`src/rtl/hazard_stall_ctrl.sv`:
```
// rtl/hazard_stall_ctrl.sv - pipeline hazard sequencer: load-use stall, MDU occupancy, branch flush
module hazard_stall_ctrl #(
  parameter int MDU_LATENCY = 4,
  parameter int CNT_W       = 3
) (
  input  logic        clk,
  input  logic        reset,
  input  logic [4:0]  id_rs,
  input  logic [4:0]  id_rt,
  input  logic        id_uses_rt,
  input  logic        id_is_mdu,
  input  logic        id_reads_hilo,
  input  logic        ex_MemRead,
  input  logic [4:0]  ex_WriteRegister,
  input  logic        branch_taken_ex,
  output logic        PCWrite,
  output logic        IFIDWrite,
  output logic        IDEX_bubble,
  output logic        IFID_flush,
  output logic        mdu_start,
  output logic        mdu_busy,
  output logic [15:0] stall_count
);

  localparam logic [0:0] ST_RUN      = 1'b0;
  localparam logic [0:0] ST_MDU_BUSY = 1'b1;

  localparam logic [CNT_W-1:0] CNT_LOAD = CNT_W'(MDU_LATENCY);
  localparam logic [CNT_W-1:0] CNT_ONE  = CNT_W'(1);

  logic [0:0]       state;
  logic [0:0]       state_nxt;
  logic [CNT_W-1:0] mdu_cnt;
  logic [CNT_W-1:0] mdu_cnt_nxt;

  logic load_hz;
  logic mdu_hz;
  logic stall;

  // Hazard detection; $0 is hardwired zero so a load targeting it never creates a dependency
  always_comb begin
    mdu_busy = (state == ST_MDU_BUSY) & ~reset;
    load_hz  = ex_MemRead & (ex_WriteRegister != 5'd0) &
               ((ex_WriteRegister == id_rs) | (id_uses_rt & (ex_WriteRegister == id_rt)));
    mdu_hz   = mdu_busy & (id_reads_hilo | id_is_mdu);
    stall    = (load_hz | mdu_hz) & ~branch_taken_ex;
  end

  // Pipeline control: a taken branch flush wins over any stall, stall wins over normal flow
  always_comb begin
    PCWrite     = 1'b1;
    IFIDWrite   = 1'b1;
    IDEX_bubble = 1'b0;
    IFID_flush  = 1'b0;
    if (!reset) begin
      if (branch_taken_ex) begin
        IFID_flush  = 1'b1;
        IDEX_bubble = 1'b1;
      end else if (stall) begin
        PCWrite     = 1'b0;
        IFIDWrite   = 1'b0;
        IDEX_bubble = 1'b1;
      end
    end
    // An MDU op already busy is covered by mdu_hz, so start can never overlap occupancy
    mdu_start = id_is_mdu & ~stall & ~branch_taken_ex & ~reset;
  end

  // MDU occupancy sequencing: counter loaded at launch, busy ends the cycle after it reads 1
  always_comb begin
    state_nxt   = state;
    mdu_cnt_nxt = mdu_cnt;
    case (state)
      ST_RUN: begin
        if (mdu_start) begin
          state_nxt   = ST_MDU_BUSY;
          mdu_cnt_nxt = CNT_LOAD;
        end
      end
      ST_MDU_BUSY: begin
        if (mdu_cnt <= CNT_ONE) begin
          state_nxt   = ST_RUN;
          mdu_cnt_nxt = '0;
        end else begin
          mdu_cnt_nxt = mdu_cnt - CNT_ONE;
        end
      end
      default: begin
        state_nxt   = ST_RUN;
        mdu_cnt_nxt = '0;
      end
    endcase
  end

  // State and counter registers; reset abandons any in-flight MDU tracking
  always_ff @(posedge clk) begin
    if (reset) begin
      state   <= ST_RUN;
      mdu_cnt <= '0;
    end else begin
      state   <= state_nxt;
      mdu_cnt <= mdu_cnt_nxt;
    end
  end

  // Saturating count of cycles in which the PC was held
  always_ff @(posedge clk) begin
    if (reset) begin
      stall_count <= 16'd0;
    end else if (!PCWrite && (stall_count != 16'hFFFF)) begin
      stall_count <= stall_count + 16'd1;
    end
  end

endmodule

```
`config.mk`:
```
export PLATFORM = sky130hd
export DESIGN_NAME = hazard_stall_ctrl
export DESIGN_NICKNAME = d
export VERILOG_FILES = /design/src/rtl/hazard_stall_ctrl.sv
export SDC_FILE = /design/constraint.sdc
export NUM_CORES = 1
export LEC_CHECK = 0
export CORE_MARGIN = 1.5
export CORE_UTILIZATION = 44
export CTS_BUF_LIST = sky130_fd_sc_hd__clkbuf_16
export CTS_CLUSTER_DIAMETER = 120
export DETAILED_ROUTE_END_ITERATION = 6
export PLACE_DENSITY = 0.78
export RECOVER_POWER = 100
export SYNTH_ARGS = -nofsm -noshare
export SYNTH_HDL_FRONTEND = slang
export SYNTH_SLANG_ARGS = --single-unit
```
`constraint.sdc`:
```
create_clock -name clk -period 2.3 [get_ports clk]
set_input_delay 0.23 -clock clk [delete_from_list [all_inputs] [get_ports clk]]
set_output_delay 0.23 -clock clk [all_outputs]
set_load 0.01 [all_outputs]
```
### Word level (Yosys, flattened, before mapping)

Index checks and enable logic that the tools add are counted.

* register bits after elaboration: 20
* input bits: 22
* output and inout port bits: 22
* word-level logic and storage cells: 43

* add/subtract/negate cells: 2
* magnitude comparators: 1
* equal/unequal tests: 4
* muxes and demuxes: 14
* bitwise logic cells: 16
* reductions and logical operators: 3

Operators by type and width (count)
* $add A16 B1 Y16 const B: 1
* $ne A16 B16 Y1 const B: 1
* $eq A5 B5 Y1: 2
* $mux W1: 10
* $and A1 B1 Y1: 9
* $mux W3: 2
* $pmux W3 S2: 1
* $reduce_bool A5 Y1: 1
* $not A1 Y1: 4
* $le A3 B1 Y1 const B: 1
* $or A1 B1 Y1: 3
* $sub A3 B1 Y3 const B: 1
* $ne A2 B2 Y1 const B: 1
* $pmux W1 S2: 1
* $logic_and A1 B1 Y1: 1
* $logic_not A1 Y1: 1

### Longest topological paths before layout

Gate-level depths: netlist of the first run.

* depth after elaboration: 12
* depth in mapped cells: 9

### Worst setup path after synthesis of the first run

OpenSTA, ideal clock, no wires.

* path type: register -> register
* start: reg stall_count[0]
* end: reg stall_count[1]
* setup time: 0.129 ns
* arrival: 2.059 ns
* setup slack: 0.112 ns
* stages on the path, launching flop included: 10
* path buffers: 2
* path through: dfxtp_1 ha_1 nand3_1 or2_1 o311a_2 a21oi_4 buf_6 buf_12 mux2i_1 nor2_1

* longest elaborated chain between the ends: 2
* elaborated cells between the ends (all ways): 3

Ends and longest elaborated chain
* start, declared: line 22 `output logic [15:0] stall_count`
* start signal, assigned: line 111 `stall_count <= stall_count + 16'd1;`
* parallel branches: the longest is 2 deep, another holds $add A16 B1 Y16

Parallel ways; which one is timed is not known.
A chain may end at the register's enable or synchronous reset.

### Worst setup path after layout of the first run

* start: in ex_WriteRegister[3]
* end: reg stall_count[9]

* longest elaborated chain between the ends: 11
* elaborated cells between the ends (all ways): 14

Ends and longest elaborated chain
* start, declared: line 14 `input logic [4:0] ex_WriteRegister,`
* $eq A5 B5 Y1: line 44 `((ex_WriteRegister == id_rs) | (id_uses_rt & (ex_WriteRegister == id_rt)));`
* $and A1 B1 Y1: line 44
* $or A1 B1 Y1: line 44
* $and A1 B1 Y1 *: line 43 `load_hz = ex_MemRead & (ex_WriteRegister != 5'd0) &`
* $or A1 B1 Y1 *: line 46 `stall = (load_hz | mdu_hz) & ~branch_taken_ex;`
* $and A1 B1 Y1 *: line 46
* $mux W1 *: line 59 `end else if (stall) begin`
* $mux W1 *: line 56 `if (branch_taken_ex) begin`
* $mux W1 *: line 55 `if (!reset) begin`
* $logic_not A1 Y1 *: line 110 `end else if (!PCWrite && (stall_count != 16'hFFFF)) begin`
* $logic_and A1 B1 Y1 *: line 110

Every way passes the cells marked *; elsewhere a longest branch is shown, timed or not.

==> qor.yml, run 1 <==
outcome:
  status: "complete, no violations"
cts:
  cts.sinks: 20
  cts_tree: "yes"
  cts_max_level: 1
  numCtsBuffers: 3
  clock_path_buffers: 2
  clkTransAtPathRegs_ns: 0.05
  cts_root_buf: "clkbuf_16"
  clk_latency_ns: 0.25
worst_setup_path:
  crit_fanout: 8
  worstPathArrival_ns: 2.38
  end_kind: "register"
  r2r_slack_ns: 0.15
  reg2reg_to: "stall_count[7]"
  crit_path_start_kind: "input pin"
  worstSetupPathType: "in2reg"
  ff2ff_path_depth: 8
  reg2reg_from: "stall_count[1]"
  cp.required_ns: 2.48
floorplanning:
  row_count: 19
  die_area_um2: 3170
  fp.dieW_um: 56.3
  start_util_pct: 45.7
  core-area_um2: 2730
  die_y_um: 56.3
  ioPinCount: 44
timing:
  skew_ns: 0.00151
  layout_setup_ws_ns: 0.103
  period_minus_slack_ns: 2.20
  worst_pin_slew_ns: 0.497
  setup_viol: 0
  slew_viol_final: 0
  fmax_ghz: 0.455
  finalHoldViolations: 0
  relSlewSlack_pct: 66.9
  fin_crit_sh_pct: 95.5
synthesis:
  syn_area_per_cell_um2: 8.32
  ys_seq_area_share_pct: 32.1
  synth_area_um2: 1250
  synth_seq_cells: 20
  synth-edff-count: 0
  synthCells: 150
  synth.distinct_cells: 40
  async_flop_share_pct: 0
  yosys_most_used_dff: "dfxtp_1"
  synth_nets: 175
  yosys_warnings: 0
grt:
  gr-total-overflow: 0
  grt_first_pass_wirelength_um: 5610
  grt_max_degree: 14
  grt_pass1_vias: 1328
  antenna_found_initial: 0
  grtUsageTotal_pct: 22.1
power_and_ir_drop:
  power.density_nw_per_um2: 426
  finalPower_mw: 0.810
  power.leakage_nw: 0.728
  ir_worst_vdd_v: 0.000328
placement:
  hpwl_um: 2560
  place_ws_ns: -0.194
  placed_area_um2: 1800
  gp_congestion: 0.747
  port_buffers: 43
worst_hold_path:
  min-delay-start: "stall_count[9]"
  worstHoldPathType: "reg2reg"
  holdPathStages: 2
  whs_endpoint: "stall_count[9]"
finish:
  syn_to_final_growth_pct: 52.3
  fin_area_um2: 1900
  drive_above_1_share_pct: 23.1
  final_net_count: 235
  final_cell_mix: "clkdlybuf4s50_1 (21), dfxtp_1 (19), dlygate4sd3_1 (18)"
  final_common_cell: "clkdlybuf4s50_1"
  insertedDiodeCount: 0
drt:
  drt-pass1-iter-count: 4
  drc: 0
  dr_total_vias: 1329
  dr.first_iter.drc_count: 48
  routedWlPerCell_um: 14.4
  viasPerCell: 5.56
  routed_wl_um: 3440
  detail-route-antenna-nets: 0
flow_run:
  max_cap_violations: 0
-- kinds of logic after synthesis --
logic type | synth area share (%)
and+or+nand+nor | 26.3
AOI/OAI and AO/OA | 21.3
DFF | 32.1
buffers and inverters | 7.01
xor gates and xnor gates | 7.72
muxes | 2.61
adders and majority gates | 3.01
-- metal layers --
metal	global-route usage, %	part of all wire (%)	vias to the layer above
li1	-	-	656
met1	22.4	39	625
met2	44.0	54	41
met3	5.76	6.2	7
met4	5.44	1.2	0
met5	0	0	-
-- timing repair --
item | CTS | global route
buffers inserted | 1 | 1
setup endpoints to repair | 4 | 11
hold buffers | 0 | 0
resized for setup | 6 | 9
gates cloned | 0 | 1
pin swaps | 1 | 5
-- critical path, stage by stage --
cell	delay, ns
clkdlybuf4s50_1	0.43
buf_4	0.15
xnor2_1	0.14
nand2_1	0.10
o22ai_2	0.19
buf_4	0.14
buf_4	0.11
a21oi_4	0.09
clkbuf_2	0.16
or4_1	0.49
a21oi_1	0.15
-- flip-flops by register name (all words and copies together) (netlist names) --
name         cells
state            1
mdu_cnt          3
stall_count     16
-- cells in the mapped netlist (all sizes together) (2+ instances only) --
cell	instances	share of area, %
nand2b	2	1.0
nor4	2	1.0
clkbuf	4	1.2
o21ai	9	3.6
nand2	11	3.3
mux2	2	1.8
or4	5	3.1
or2	3	1.5
buf	3	3.1
nand4	4	2.0
nor2	12	3.6
or3	9	5.3
and3	2	1.0
dfxtp	20	32
a21oi	19	11
o311a	2	1.8
inv	9	2.7
ha	3	3.0
o31ai	4	2.4
nand3	5	2.0
xnor2	10	7.0
-- area by class of cell --
class | instances | area, µm²
multi-input cells | 114 | 777
clock buffers | 3 | 75.1
inverters | 9 | 33.8
flip-flops and latches | 20 | 402
fillers | 232 | 832
well taps | 31 | 38.8
repair buffers | 62 | 576
-- where the power goes --
group | internal (mW) | switching, mW | total (mW) | leakage, nW
combinational | 0.0688 | 0.0464 | 0.115 | 0.529
clock | 0.229 | 0.116 | 0.344 | 0.0370
sequential | 0.349 | 0.00164 | 0.351 | 0.162
total | 0.646 | 0.164 | 0.810 | 0.728
-- worst max path at each step --
| stage | slack, ns | end | from |
|---|---|---|---|
| 2_1_floorplan | 0.11 | stall_count[1] | stall_count[0] |
| 3_3_place_gp | -0.18 | PCWrite | ex_WriteRegister[1] |
| 3_5_place_dp | -0.19 | PCWrite | ex_WriteRegister[1] |
| 4_1_cts | 0.04 | stall_count[1] | stall_count[1] |
| 5_1_grt | -0.02 | stall_count[7] | ex_WriteRegister[3] |
| 6_report | 0.10 | stall_count[9] | ex_WriteRegister[3] |
-- metrics by stage --
stage / hold slack (ns) / instances / util (%) / TNS [ns]
after CTS: 0.513 / 237 / 68.9 / 0
final: 0.499 / 239 / 69.6 / 0
after floorplan: 0.428 / 150 / - / 0
after global routing: 0.523 / 239 / 69.6 / -0.0171
after detailed placement: 0.488 / 233 / 65.7 / -2.74
after global placement: 0.472 / 233 / 65.7 / -1.73
Note: power is estimated with default switching activity, not from simulation.
==> run 2: changes to the inputs <==
- CORE_MARGIN: 1.5 -> unset
- RECOVER_POWER: 100 -> unset
==> qor.yml, run 2 (same netlist as run 1, synthesis figures left out) <==
floorplanning:
  fp.dieW_um: 55.3  # -1.8%
  die_y_um: 55.3  # -1.8%
  die_area_um2: 3050  # -3.5%
  start_util_pct: 48.6  # +3.0 points
  core-area_um2: 2570  # -6.1%
  row_count: 18  # -1
  ioPinCount: 44  # unchanged
grt:
  gr-total-overflow: 0  # unchanged
  grt_pass1_vias: 1256  # -5.4%
  grt_max_degree: 16  # +2
  grtUsageTotal_pct: 23.2  # +1.1 points
  grt_first_pass_wirelength_um: 5780  # +3.0%
  antenna_found_initial: 0  # unchanged
finish:
  final_core_util_pct: 75.8  # +6.2 points
  final_cell_mix: "clkdlybuf4s50_1 (38), dfxtp_1 (19), buf_4 (16)"
  final_net_count: 234  # -0.43%
  final_common_cell: "clkdlybuf4s50_1"
  top_regs: "stall_count (16), mdu_cnt (3), state (1)"
  syn_to_final_growth_pct: 55.8
  drive_above_1_share_pct: 26.0  # +2.9 points
  largest_reg_flops: 16  # unchanged
  insertedDiodeCount: 0  # unchanged
  regMostFlops: "stall_count"
worst_setup_path:
  worstPathArrival_ns: 1.99  # -0.39 ns
  slowest_delay_ns: 0.53  # +0.04 ns
  ff2ff_path_depth: 9  # +1
  reg2reg_to: "stall_count[10]"
  r2r_slack_ns: 0.17  # +0.02 ns
  crit_slowest_cell: "or4_1"
  crit_fanout: 3  # -5
  worstPathCellList: "clkdlybuf4s50_1 > or4_1 > o21a_1 > nand2_1 > nand4_1 > inv_2 > dlygate4sd2_1"
  crit_path_start_kind: "input pin"
  worstSetupPathType: "in2out"
  critical_path.startpoint: "ex_WriteRegister[1]"
  reg2reg_from: "stall_count[1]"
  end_kind: "output port"
  cp.required_ns: 2.07  # -0.41 ns
timing:
  fmax_ghz: 0.450  # -1.2%
  slew_viol_final: 0  # unchanged
  fin_crit_sh_pct: 96.7  # +1.2 points
  finalSetupTns_ns: 0  # unchanged
  skew_ns: 0.00192  # +0.000414 ns
  layout_setup_ws_ns: 0.0758  # -0.0271 ns
  setup_viol: 0  # unchanged
  rsz0062_at_grt: "yes"
  finalHoldViolations: 0  # unchanged
  period_minus_slack_ns: 2.22  # +0.0271 ns
  relSlewSlack_pct: 67.2  # +0.33 points
  worst_pin_slew_ns: 0.492  # -0.00496 ns
worst_hold_path:
  worstHoldPathType: "reg2reg"
  holdPathStages: 2  # unchanged
  whs_endpoint: "stall_count[9]"
  min-delay-start: "stall_count[9]"
cts:
  cts_root_buf: "clkbuf_16"
  clock_path_buffers: 2  # unchanged
  numCtsBuffers: 3  # unchanged
  cts_tree: "yes"
  cts_max_level: 1  # unchanged
  clk_latency_ns: 0.25  # about the same
  clkTransAtPathRegs_ns: 0.05  # about the same
  cts.sinks: 20  # unchanged
power_and_ir_drop:
  ir_worst_vdd_v: 0.000471  # +43%
  power.leakage_nw: 0.705  # -3.2%
  power.density_nw_per_um2: 428  # +0.39%
drt:
  dr.first_iter.drc_count: 37  # -23%
  drc: 0  # unchanged
  dr_total_vias: 1320  # -0.68%
  drt-pass1-iter-count: 4  # unchanged
  detail-route-antenna-nets: 0  # unchanged
  viasPerCell: 5.55  # -0.26%
  routedWlPerCell_um: 14.8  # +3.0%
  routed_wl_um: 3530  # +2.5%
outcome:
  status: "complete, no violations"
flow_run:
  max_cap_violations: 0  # unchanged
placement:
  place_ws_ns: -0.283  # -0.0891 ns
  gp_congestion: 0.831  # +11%
  hpwl_um: 2560  # +0.34%
  port_buffers: 43  # unchanged
[run 2: cell count changes in the layout (fill, tap and decap cells not counted), sizes merged]
cell,previous run,this run
dlymetal6s2s,0,1
clkinv,0,1
clkdlybuf4s50,21,38
dlygate4sd3,18,0
clkbuf,6,4
buf,17,18
[run 2: where the power goes]
group / internal, mW / switching [mW]
combinational: 0.0736 / 0.0488
clock: 0.232 / 0.127
sequential: 0.349 / 0.00188
[run 2: stage by stage]
| step | cell area [µm²] | total power, mW | hold WS, ns | instances |
|---|---|---|---|---|
| after floorplan | 1250 | 0.403 | 0.428 | 150 |
| after global placement | 1800 | 0.469 | 0.473 | 232 |
| after detailed placement | 1800 | 0.472 | 0.485 | 232 |
| after CTS | 1880 | 0.832 | 0.505 | 237 |
| after global routing | 1950 | 0.863 | 0.522 | 238 |
| final | 1950 | 0.832 | 0.501 | 238 |
[run 2: how the worst max path moves through the flow]
stage	endpoint	slack, ns	depth (start not counted)
floorplan	stall_count[1]	0.11	9
global placement	PCWrite	-0.18	6
detailed placement	PCWrite	-0.28	6
CTS	stall_count[12]	0.02	11
global route	mdu_start	-0.02	7
finish	mdu_start	0.08	7
[run 2: per-layer routing]
metal / share of wire (%) / track usage [%] / vias to the layer above
met4: 1.2 / 10.0 / 0
met5: 0 / 0 / -
met2: 51 / 39.6 / 41
met3: 4.7 / 5.15 / 6
li1: - / - / 652
met1: 43 / 27.9 / 621
[run 2: timing repair]
action / 4_1_cts / 5_1_grt
buffers inserted: 1 / 1
hold buffers: 0 / 0
gates resized for setup: 5 / 16
endpoints found under the setup margin: 4 / 16
pin swaps: 1 / 6
[run 2: area by class of cell]
cell class | instances | area (µm²)
Tap cell | 30 | 37.5
Sequential cell | 20 | 402
Multi-Input combinational cell | 114 | 817
Clock inverter | 1 | 3.75
Timing Repair Buffer | 61 | 577
Fill cell | 178 | 622
Clock buffer | 3 | 75.1
Inverter | 9 | 33.8
[run 2: worst max-delay path: cells and delay by family]
family | cells | cell delay [ns]
buffers and inverters | 3 | 0.76
and+or+nand+nor | 3 | 0.78
AOI/OAI and AO/OA | 1 | 0.23
==> run 3: changes to the inputs <==
- CTS_CLUSTER_DIAMETER: 120 -> unset
==> results of run 3 <==
The final DEF is identical to that of run 2; final timing and power are the same.
